File: src/rtl/tile_buffer_pkg.sv
// tile_buffer_pkg: shared widths and read FSM encoding
// for the ping-pong tile buffer scheduler.
package tile_buffer_pkg;

    localparam int AW         = 10;
    localparam int DW         = 128;
    localparam int HALF_DEPTH = 2 ** (AW - 1);

    typedef enum logic [1:0] {
        ST_IDLE,
        ST_WAIT,
        ST_RUN,
        ST_DRAIN
    } rd_state_e;

endpackage

File: src/rtl/tile_buffer_skew.sv
// tile_buffer_skew: per-lane read enable/address skew chain
// plus BRAM latency delay of the enables into dout_vld.
module tile_buffer_skew
    import tile_buffer_pkg::*;
#(
    parameter int SIZE   = 8,
    parameter int RD_LAT = 1
) (
    input  logic               clock,
    input  logic               rst_n,
    input  logic               en_in,
    input  logic [AW-1:0]      addr_in,
    output logic [SIZE-1:0]    enb,
    output logic [SIZE*AW-1:0] addrb,
    output logic [SIZE-1:0]    dout_vld
);

    logic [SIZE-1:0] en_q;
    logic [AW-1:0]   addr_q [SIZE];
    logic [SIZE-1:0] vld_q  [RD_LAT];

    // lane 0 registers the request; lane i copies lane i-1
    always_ff @(posedge clock or negedge rst_n) begin
        if (!rst_n) begin
            en_q <= '0;
            for (int i = 0; i < SIZE; i++) begin
                addr_q[i] <= '0;
            end
        end else begin
            en_q[0]   <= en_in;
            addr_q[0] <= addr_in;
            for (int i = 1; i < SIZE; i++) begin
                en_q[i]   <= en_q[i-1];
                addr_q[i] <= addr_q[i-1];
            end
        end
    end

    // enables delayed by the BRAM read latency
    always_ff @(posedge clock or negedge rst_n) begin
        if (!rst_n) begin
            for (int k = 0; k < RD_LAT; k++) begin
                vld_q[k] <= '0;
            end
        end else begin
            vld_q[0] <= en_q;
            for (int k = 1; k < RD_LAT; k++) begin
                vld_q[k] <= vld_q[k-1];
            end
        end
    end

    // flatten lane addresses onto the packed port
    always_comb begin
        addrb = '0;
        for (int i = 0; i < SIZE; i++) begin
            addrb[i*AW +: AW] = addr_q[i];
        end
    end

    assign enb      = en_q;
    assign dout_vld = vld_q[RD_LAT-1];

endmodule

File: src/rtl/tile_buffer_sched.sv
// tile_buffer_sched: ping-pong scheduler for the banked tile
// buffer, one shared write stream and SIZE skewed read lanes.
module tile_buffer_sched
    import tile_buffer_pkg::*;
#(
    parameter int SIZE   = 8,
    parameter int RD_LAT = 1
) (
    input  logic               clock,
    input  logic               rst_n,
    input  logic               wr_valid,
    output logic               wr_ready,
    input  logic [DW-1:0]      wr_data,
    input  logic               wr_last,
    input  logic               rd_start,
    output logic               rd_busy,
    output logic               rd_done,
    output logic [1:0]         half_full,
    output logic               wea,
    output logic [AW-1:0]      addra,
    output logic [DW-1:0]      dina,
    output logic [SIZE-1:0]    enb,
    output logic [SIZE*AW-1:0] addrb,
    output logic [SIZE-1:0]    dout_vld
);

    localparam int PW  = AW - 1;
    localparam int DCW = $clog2(SIZE + RD_LAT + 1);

    logic          wr_half;
    logic          rd_half;
    logic [PW-1:0] wr_ptr;
    logic [AW-1:0] len [2];
    logic          hs;
    logic          wr_end;
    logic [1:0]    set_full;
    logic [1:0]    clr_full;

    rd_state_e     state;
    rd_state_e     state_nxt;
    logic [PW-1:0] r;
    logic [DCW-1:0] dcnt;
    logic          run;
    logic          done_nxt;

    assign wr_ready = !half_full[wr_half];
    assign hs       = wr_valid && wr_ready;
    assign wr_end   = hs && (wr_last || wr_ptr == PW'(HALF_DEPTH - 1));
    assign rd_busy  = (state != ST_IDLE);

    assign set_full[0] = wr_end && !wr_half;
    assign set_full[1] = wr_end && wr_half;

    // write port register, pointer and tile length capture
    always_ff @(posedge clock or negedge rst_n) begin
        if (!rst_n) begin
            wea     <= 1'b0;
            addra   <= '0;
            dina    <= '0;
            wr_ptr  <= '0;
            wr_half <= 1'b0;
            len[0]  <= '0;
            len[1]  <= '0;
        end else begin
            wea <= hs;
            if (hs) begin
                addra <= {wr_half, wr_ptr};
                dina  <= wr_data;
                if (wr_end) begin
                    len[wr_half] <= AW'(wr_ptr) + AW'(1);
                    wr_half      <= !wr_half;
                    wr_ptr       <= '0;
                end else begin
                    wr_ptr <= wr_ptr + PW'(1);
                end
            end
        end
    end

    // writer and reader always touch different halves
    always_ff @(posedge clock or negedge rst_n) begin
        if (!rst_n) begin
            half_full <= 2'b00;
        end else begin
            half_full <= (half_full | set_full) & ~clr_full;
        end
    end

    // read FSM next state and per-cycle controls
    always_comb begin
        state_nxt = state;
        run       = 1'b0;
        done_nxt  = 1'b0;
        clr_full  = 2'b00;
        unique case (state)
            ST_IDLE: begin
                if (rd_start) state_nxt = ST_WAIT;
            end
            ST_WAIT: begin
                if (half_full[rd_half]) state_nxt = ST_RUN;
            end
            ST_RUN: begin
                run = 1'b1;
                if (AW'(r) + AW'(1) == len[rd_half]) begin
                    state_nxt = ST_DRAIN;
                end
            end
            ST_DRAIN: begin
                // one extra cycle covers the registered lane-0 enable
                if (dcnt == DCW'(SIZE + RD_LAT - 1)) begin
                    state_nxt         = ST_IDLE;
                    done_nxt          = 1'b1;
                    clr_full[rd_half] = 1'b1;
                end
            end
            default: state_nxt = ST_IDLE;
        endcase
    end

    // read FSM state, row and drain counters, half select
    always_ff @(posedge clock or negedge rst_n) begin
        if (!rst_n) begin
            state   <= ST_IDLE;
            r       <= '0;
            dcnt    <= '0;
            rd_half <= 1'b0;
            rd_done <= 1'b0;
        end else begin
            state   <= state_nxt;
            rd_done <= done_nxt;
            if (run && state_nxt == ST_RUN) begin
                r <= r + PW'(1);
            end else begin
                r <= '0;
            end
            if (state == ST_DRAIN && state_nxt == ST_DRAIN) begin
                dcnt <= dcnt + DCW'(1);
            end else begin
                dcnt <= '0;
            end
            if (done_nxt) rd_half <= !rd_half;
        end
    end

    tile_buffer_skew #(
        .SIZE   (SIZE),
        .RD_LAT (RD_LAT)
    ) u_skew (
        .clock    (clock),
        .rst_n    (rst_n),
        .en_in    (run),
        .addr_in  ({rd_half, r}),
        .enb      (enb),
        .addrb    (addrb),
        .dout_vld (dout_vld)
    );

endmodule

File: config.mk
export PLATFORM = sky130hd
export DESIGN_NAME = tile_buffer_sched
export DESIGN_NICKNAME = d
export VERILOG_FILES = /design/src/rtl/tile_buffer_pkg.sv /design/src/rtl/tile_buffer_skew.sv /design/src/rtl/tile_buffer_sched.sv
export SDC_FILE = /design/constraint.sdc
export NUM_CORES = 1
export LEC_CHECK = 0
export BUFFER_PORTS_ARGS = -buffer_cell sky130_fd_sc_hd__buf_2
export CORE_AREA = 2 2 144 146
export DETAILED_ROUTE_END_ITERATION = 6
export DIE_AREA = 0 0 146 148
export PLACE_DENSITY_LB_ADDON = 0.05
export SLEW_MARGIN = 20
export SYNTH_ARGS = -nofsm -noshare
export SYNTH_HDL_FRONTEND = slang
export SYNTH_SLANG_ARGS = --single-unit
File: constraint.sdc
create_clock -name clock -period 5.29 [get_ports clock]
set_clock_uncertainty 0.15 [all_clocks]
set_input_delay 0 -clock clock [delete_from_list [all_inputs] [get_ports clock]]
set_output_delay 0 -clock clock [all_outputs]
set_load 0.01 [all_outputs]
# Word level (Yosys, flattened, before mapping)
# Index checks and enable logic that the tools add are counted.
# classes
n_reduce_logical	15
order_cmp	6
bitwise_logic	5
n_mux	25
n_addsub	5
multipliers	0
shifts	0
n_eq_ne	8
div_mod_pow	0
# ops
cell	count
10-bit two-way mux	4
9-bit by 1-bit adder with 10-bit output, second input constant	2
20-bit bitwise mux	1
9-bit by 1-bit adder with 9-bit output, second input constant	2
9-bit two-way mux	2
2-bit two-way mux	6
10-bit demux with 1-bit select	1
10-bit equality test	1
9-bit equality test, second input constant	1
2-bit equality test, second input constant	4
1-bit logical AND	8
1-bit two-way mux	8
2-bit one-hot mux with 4 select lines	1
4-bit by 1-bit adder with 4-bit output, second input constant	1
4-bit equality test, second input constant	1
2-bit >= comparator, second input constant	2
1-bit by 2-bit less-than comparator with 1-bit output, second input constant	2
4-bit two-way mux	1
1-bit inverter with 2-bit output	2
1-bit logical NOT	3
2-bit AND	1
2-bit by 1-bit equality test with 1-bit output, second input constant	1
2-bit logical NOT	1
2-bit by 1-bit less-than comparator with 1-bit output, second input constant	1
7 further kinds	7
# word_totals
elab_cells	87
reg_bits	284
output_inout_bits	240
latch_bits	0
romBits	0
ramBits	0
inputBits	133
mem_count	0

# Logic depth before layout (Yosys ltp)
# logic_depth
depth_word	10
depth_mapped	11
ltp_nobuf	9

# By module
# Synthesis repeated with hierarchy kept, for this count alone.
# unflattened
hier_cells	943
hier_area_um2	9919.5
# by_module_without_submodules
mod	area_per_inst_um2	instances	seq_area_each_um2	cells_per_inst
tile_buffer_sched	7639.8	1	4704.5	847
tile_buffer_skew	2279.7	1	2227.1	96

# Least setup slack after synthesis
# No wires, ideal clock.
# synth_path
path_kind	register to register
start	reg wr_ptr[0]
end	reg len[0] in the netlist's numbering
arrival_time_ps	2452
path_stages_with_launch	11
path_buffers	2
synth_period_minus_slack_ps	2736
required_ps	5006
setup_slack_ps	2554
cell_sequence	dfrtp_1 > ha_1 > and3_1 > and3_1 > and3_1 > ha_1 > or2_2 > clkbuf_1 > nand3_1 > clkbuf_1 > o21ai_0
# synth_via
elab_chain_len	4
word_cells_on_any_way	6
cone_classes	add/sub (1); eq/ne (1); mux (1); reduce/logical (3)
# synth_rtl
element	line_no	text
from (decl)	tile_buffer_sched.sv:32	logic [PW-1:0] wr_ptr;
from (signal assigned)	tile_buffer_sched.sv:74	wr_ptr <= wr_ptr + PW'(1);
branches (longest 4 deep; another with 9-bit by 1-bit adder with 10-bit output)	--	
to (signal, indexed assignment)	tile_buffer_sched.sv:70	len[wr_half] <= AW'(wr_ptr) + AW'(1);
to (decl)	tile_buffer_sched.sv:33	logic [AW-1:0] len [2];
# Parallel ways; which one is timed is not known.
# A chain may end at the register's enable or synchronous reset.

# Worst setup path after layout
# layout_path
start	reg wr_half
end	reg wr_ptr[6]
# layout_via
elab_chain_len	6
# layout_rtl
element	line_no	text
from (decl)	tile_buffer_sched.sv:30	logic wr_half;
from (signal assigned)	tile_buffer_sched.sv:71	wr_half <= !wr_half;
1-bit two-way mux (not written as such) (*) (2 in a row)	tile_buffer_sched.sv:46	assign wr_ready = !half_full[wr_half];
1-bit logical NOT (*)	tile_buffer_sched.sv:46	
1-bit logical AND (*)	tile_buffer_sched.sv:47	assign hs = wr_valid && wr_ready;
1-bit logical AND	tile_buffer_sched.sv:48	assign wr_end = hs && (wr_last || wr_ptr == PW'(HALF_DEPTH - 1));
9-bit two-way mux	tile_buffer_sched.sv:69	if (wr_end) begin
# Every way passes the cells marked *; elsewhere a longest branch is shown, timed or not. The select of a mux whose other input is x is not followed.

==> report_table.html <==
<table>
<tr><th>Metric</th><th>Value</th></tr>
<tr><th colspan="2">Clocking</th></tr>
<tr><td>TritonCTS clock tree</td><td>yes</td></tr>
<tr><td>Post-CTS Resized</td><td>0</td></tr>
<tr><td>Hold-fix buffer count after cts</td><td>134</td></tr>
<tr><td>Clk slew on worst S/H paths</td><td>0.06 ns</td></tr>
<tr><td>CTS Root Buffer Type</td><td>clkbuf_16</td></tr>
<tr><td>Clock tree sinks</td><td>277</td></tr>
<tr><td>Insertion delay of the later-clocked pin in the worst-skew pair</td><td>0.52 ns</td></tr>
<tr><td>Bufs on Longest Clock Path</td><td>3</td></tr>
<tr><td>Setup Fix Bufs, Post-CTS</td><td>0</td></tr>
<tr><td>Total clock buffers created by CTS</td><td>28</td></tr>
<tr><td>Level count of the clock H-tree</td><td>1</td></tr>
<tr><th colspan="2">Synthesis</th></tr>
<tr><td>Mapped Nets</td><td>1080</td></tr>
<tr><td>Post-synthesis async set-or-reset flop share</td><td>100%</td></tr>
<tr><td>Average size of a mapped cell</td><td>10.5 um^2</td></tr>
<tr><td>Most used flip-flop cell after synthesis</td><td>dfrtp_1</td></tr>
<tr><td>Count of synthesis-stage warnings from yosys</td><td>0</td></tr>
<tr><td>Proportion of synthesized chip area in sequential cells</td><td>69.8%</td></tr>
<tr><td>Mapped Area</td><td>9930 um^2</td></tr>
<tr><td>Number of storage elements in the synthesis netlist</td><td>277</td></tr>
<tr><td>Count of unique library cells instantiated by Yosys</td><td>41</td></tr>
<tr><td>Count of flip-flops with a built-in enable after synthesis</td><td>0</td></tr>
<tr><td>Cell count after synthesis</td><td>942</td></tr>
<tr><th colspan="2">Die</th></tr>
<tr><td>Overall die height</td><td>148 um</td></tr>
<tr><td>Placement row count</td><td>52</td></tr>
<tr><td>Starting density of the core</td><td>49.6%</td></tr>
<tr><td>Area of the die</td><td>21600 um^2</td></tr>
<tr><td>Area of the core</td><td>20000 um^2</td></tr>
<tr><td>Width of the chip</td><td>146 um</td></tr>
<tr><td>Ports placed on the boundary</td><td>373</td></tr>
<tr><th colspan="2">Finish</th></tr>
<tr><td>Final core occ</td><td>71.4%</td></tr>
<tr><td>Leading cell type in the layout, fill and taps excluded</td><td>nand2_1</td></tr>
<tr><td>Number of nets at the end of the flow</td><td>1575</td></tr>
<tr><td>Commonest cells after routing, fill and taps aside</td><td>458 x nand2_1, 371 x buf_2, 277 x dfrtp_1</td></tr>
<tr><td>Fraction of layout instances using a drive strength above 1</td><td>30.4%</td></tr>
<tr><td>Area overhead of the layout relative to synthesis</td><td>44.2%</td></tr>
<tr><th colspan="2">Power</th></tr>
<tr><td>Reported net switching power</td><td>2.47 mW</td></tr>
<tr><td>Sequential share of power</td><td>42.5%</td></tr>
<tr><td>Combinational Power Share</td><td>29.7%</td></tr>
<tr><td>Internal power consumption</td><td>4.80 mW</td></tr>
<tr><td>Switching portion of total power</td><td>34.0%</td></tr>
<tr><td>Cell leakage power</td><td>7.95 nW</td></tr>
<tr><td>Cell Pwr Density</td><td>508 nW/um^2</td></tr>
<tr><td>Power share of the clock group</td><td>27.8%</td></tr>
<tr><td>VDD IR-drop max</td><td>355 uV</td></tr>
<tr><th colspan="2">Worst hold path</th></tr>
<tr><td>Hold WC Path Type</td><td>in -&gt; reg</td></tr>
<tr><th colspan="2">Worst setup path</th></tr>
<tr><td>Top cell family by delay on the critical path</td><td>buffers and inverters</td></tr>
<tr><td>Critical-path top delay cell</td><td>inv_4</td></tr>
<tr><td>Worst-path cell chain</td><td>mux2i_1 -&gt; nand2_4 -&gt; inv_4 -&gt; buf_4 -&gt; o21ai_0 -&gt; nand2_1 -&gt; o21ai_1</td></tr>
<tr><td>Sort of element at the start of the critical path</td><td>flip-flop</td></tr>
<tr><td>CP max stage delay</td><td>0.60 ns</td></tr>
<tr><td>Largest fanout on the critical path</td><td>66</td></tr>
<tr><td>Worst setup path class</td><td>reg -&gt; reg</td></tr>
<tr><td>Critical path data arrival time</td><td>3.17 ns</td></tr>
<tr><td>Critical path buffers and inverters</td><td>2</td></tr>
<tr><td>Type of destination of the critical path</td><td>flip-flop</td></tr>
<tr><td>Data required time at the worst endpoint</td><td>5.54 ns</td></tr>
<tr><th colspan="2">Placement</th></tr>
<tr><td>Placed wire-length estimate</td><td>17.3 mm</td></tr>
<tr><td>GPL Wtd Cong</td><td>0.800</td></tr>
<tr><td>Count of port buffers added during placement</td><td>372</td></tr>
<tr><td>Placement-stage worst setup slack</td><td>2.36 ns</td></tr>
<tr><th colspan="2">Timing</th></tr>
<tr><td>Post-route setup slack</td><td>2.37 ns</td></tr>
<tr><td>Max_slew headroom</td><td>43.2%</td></tr>
<tr><td>RSZ-0062 raised after global routing</td><td>false</td></tr>
<tr><td>Maximum clock rate</td><td>343 MHz</td></tr>
<tr><td>Final critical delay including setup and external delays</td><td>2.92 ns</td></tr>
<tr><td>Setup TNS</td><td>0 ns</td></tr>
<tr><td>Slew at the pin closest to its max-slew limit</td><td>0.852 ns</td></tr>
<tr><td>Number of setup violations in the final report</td><td>0</td></tr>
<tr><td>Count of pins over their slew limit</td><td>0</td></tr>
<tr><td>Number of endpoints with negative hold slack in the final report</td><td>0</td></tr>
<tr><td>Final cycle utilization of the critical path</td><td>55.1%</td></tr>
<tr><th colspan="2">Global routing</th></tr>
<tr><td>Global-route wire length before repair</td><td>42.7 mm</td></tr>
<tr><td>Via count of the first global-routing pass</td><td>8178</td></tr>
<tr><td>Maximum number of pins on one net before global-route repair</td><td>142</td></tr>
<tr><td>Global route total overflow</td><td>0</td></tr>
<tr><td>Initial antenna violation count</td><td>1</td></tr>
<tr><td>Total global-route track usage</td><td>24.5%</td></tr>
<tr><th colspan="2">Drt</th></tr>
<tr><td>Post-detailed-route count of antenna-violating nets</td><td>0</td></tr>
<tr><td>Sum of routed wire length over all layers</td><td>27.0 mm</td></tr>
<tr><td>Initial detailed-routing violation count</td><td>339</td></tr>
<tr><td>Final routed DRC violation total</td><td>0</td></tr>
<tr><td>DR vias</td><td>8251</td></tr>
<tr><td>Detailed-route vias per instance</td><td>4.77</td></tr>
<tr><td>First-pass DRT Iterations</td><td>4</td></tr>
<tr><td>Routed wirelength normalized by instance count</td><td>15.6 um</td></tr>
<tr><th colspan="2">Flow run</th></tr>
<tr><td>Max_cap viols</td><td>0</td></tr>
<tr><th colspan="2">Outcome</th></tr>
<tr><td>Outcome</td><td>complete, no violations</td></tr>
</table>
[final timing paths]
| path | from | to | slack (ns) | depth (start not counted) |
|---|---|---|---|---|
| worst min register to register | u_skew.addrb[16] | u_skew.addrb[26] | 0.21 | 0 |
| min in group asynchronous | rst_n | dina[54] | 0.53 | 4 |
| worst max-delay path | wr_half | wr_ptr[6] | 2.37 | 7 |
| worst max register to register | wr_half | wr_ptr[6] | 2.37 | 7 |
| max in group asynchronous | rst_n | dina[124] | 3.74 | 4 |
| worst min-delay path | wr_data[70] | dina[70] | 0.05 | 4 |
[cell usage after synthesis (all sizes together), types with 2 or more instances]
cell / n / area [um^2]
dfrtp: 277 / 6930
buf: 14 / 92.6
xnor2: 19 / 166
o211ai: 2 / 15.0
mux2i: 9 / 93.8
o21ai: 34 / 170
clkbuf: 32 / 120
nor3: 2 / 10.0
nand4: 2 / 12.5
inv: 8 / 30.0
or3: 2 / 12.5
nand3: 12 / 65.1
nand2: 459 / 1720
nor2: 28 / 120
and3: 9 / 56.3
ha: 5 / 62.6
a21boi: 2 / 15.0
xor2: 6 / 52.6
or2: 2 / 12.5
mux2: 4 / 48.8
a21oi: 3 / 15.0
[metrics by stage]
stage	instance area [um^2]	hold slack (ns)	std cells	total power [mW]
after detailed placement	12000	-0.134	1543	5.17
final	14300	0.0473	1730	7.28
after global routing	14300	0.0557	1729	7.74
after CTS	14300	0.0184	1728	7.31
after floorplan	9930	-0.446	942	4.22
after global placement	12000	-0.127	1543	5.12
[worst register-to-register path: cells and delay by family (launching register included)]
kind	cells	cell delay [ns]
AO/OA/AOI/OAI	2	0.22
buffers and inverters	2	1.13
AND/OR/NAND/NOR	2	0.51
flip-flops	1	0.45
multiplexers	1	0.34
[per-layer routing]
metal  share of wire (%)  global-route usage (%)
met1                  40                    31.7
met2                  49                    40.5
met3                 7.2                    6.11
met4                 3.2                    9.03
met5                   0                       0
[cell families (layout without fill, tap and decap cells)]
logic type	count (synthesis)	count (layout)	synth area share (%)
buf+inv	54	570	2.44
mux	13	13	1.44
flops	277	277	69.8
compound gates	49	49	3.02
simple gates	519	519	20.5
xor+xnor	25	25	2.20
other cells	0	2	0
fa+ha+maj	5	5	0.630
[registers in the layout, indices dropped and copies added (netlist names)]
register         cells
r                    9
u_skew.dout_vld      8
state                2
rd_done              1
wr_ptr               9
u_skew.enb           1
wr_half              1
u_skew.addrb        80
addra               10
len                 20
dcnt                 4
dina               128
wea                  1
rd_half              1
half_full            2
[power by group through the flow]
| stage | Clock [mW] | Sequential, mW | Combinational, mW |
|---|---|---|---|
| after floorplan | 0 | 3.36 | 0.859 |
| after global placement | 0 | 3.09 | 2.03 |
| after global routing | 2.16 | 3.17 | 2.41 |
| after detailed placement | 0 | 3.10 | 2.07 |
| final | 2.02 | 3.09 | 2.16 |
| after CTS | 2.07 | 3.08 | 2.16 |
[final cells by class]
cell class	count	area, um^2
Clock inverter	12	143
Inverter	8	32.5
Sequential cell	277	6930
Fill cell	1481	5720
Timing Repair Buffer	511	3280
Antenna cell	2	5.00
Multi-Input combinational cell	611	2760
Tap cell	270	338
Clock buffer	39	823
No activity file was read; power rests on OpenSTA's default activity.
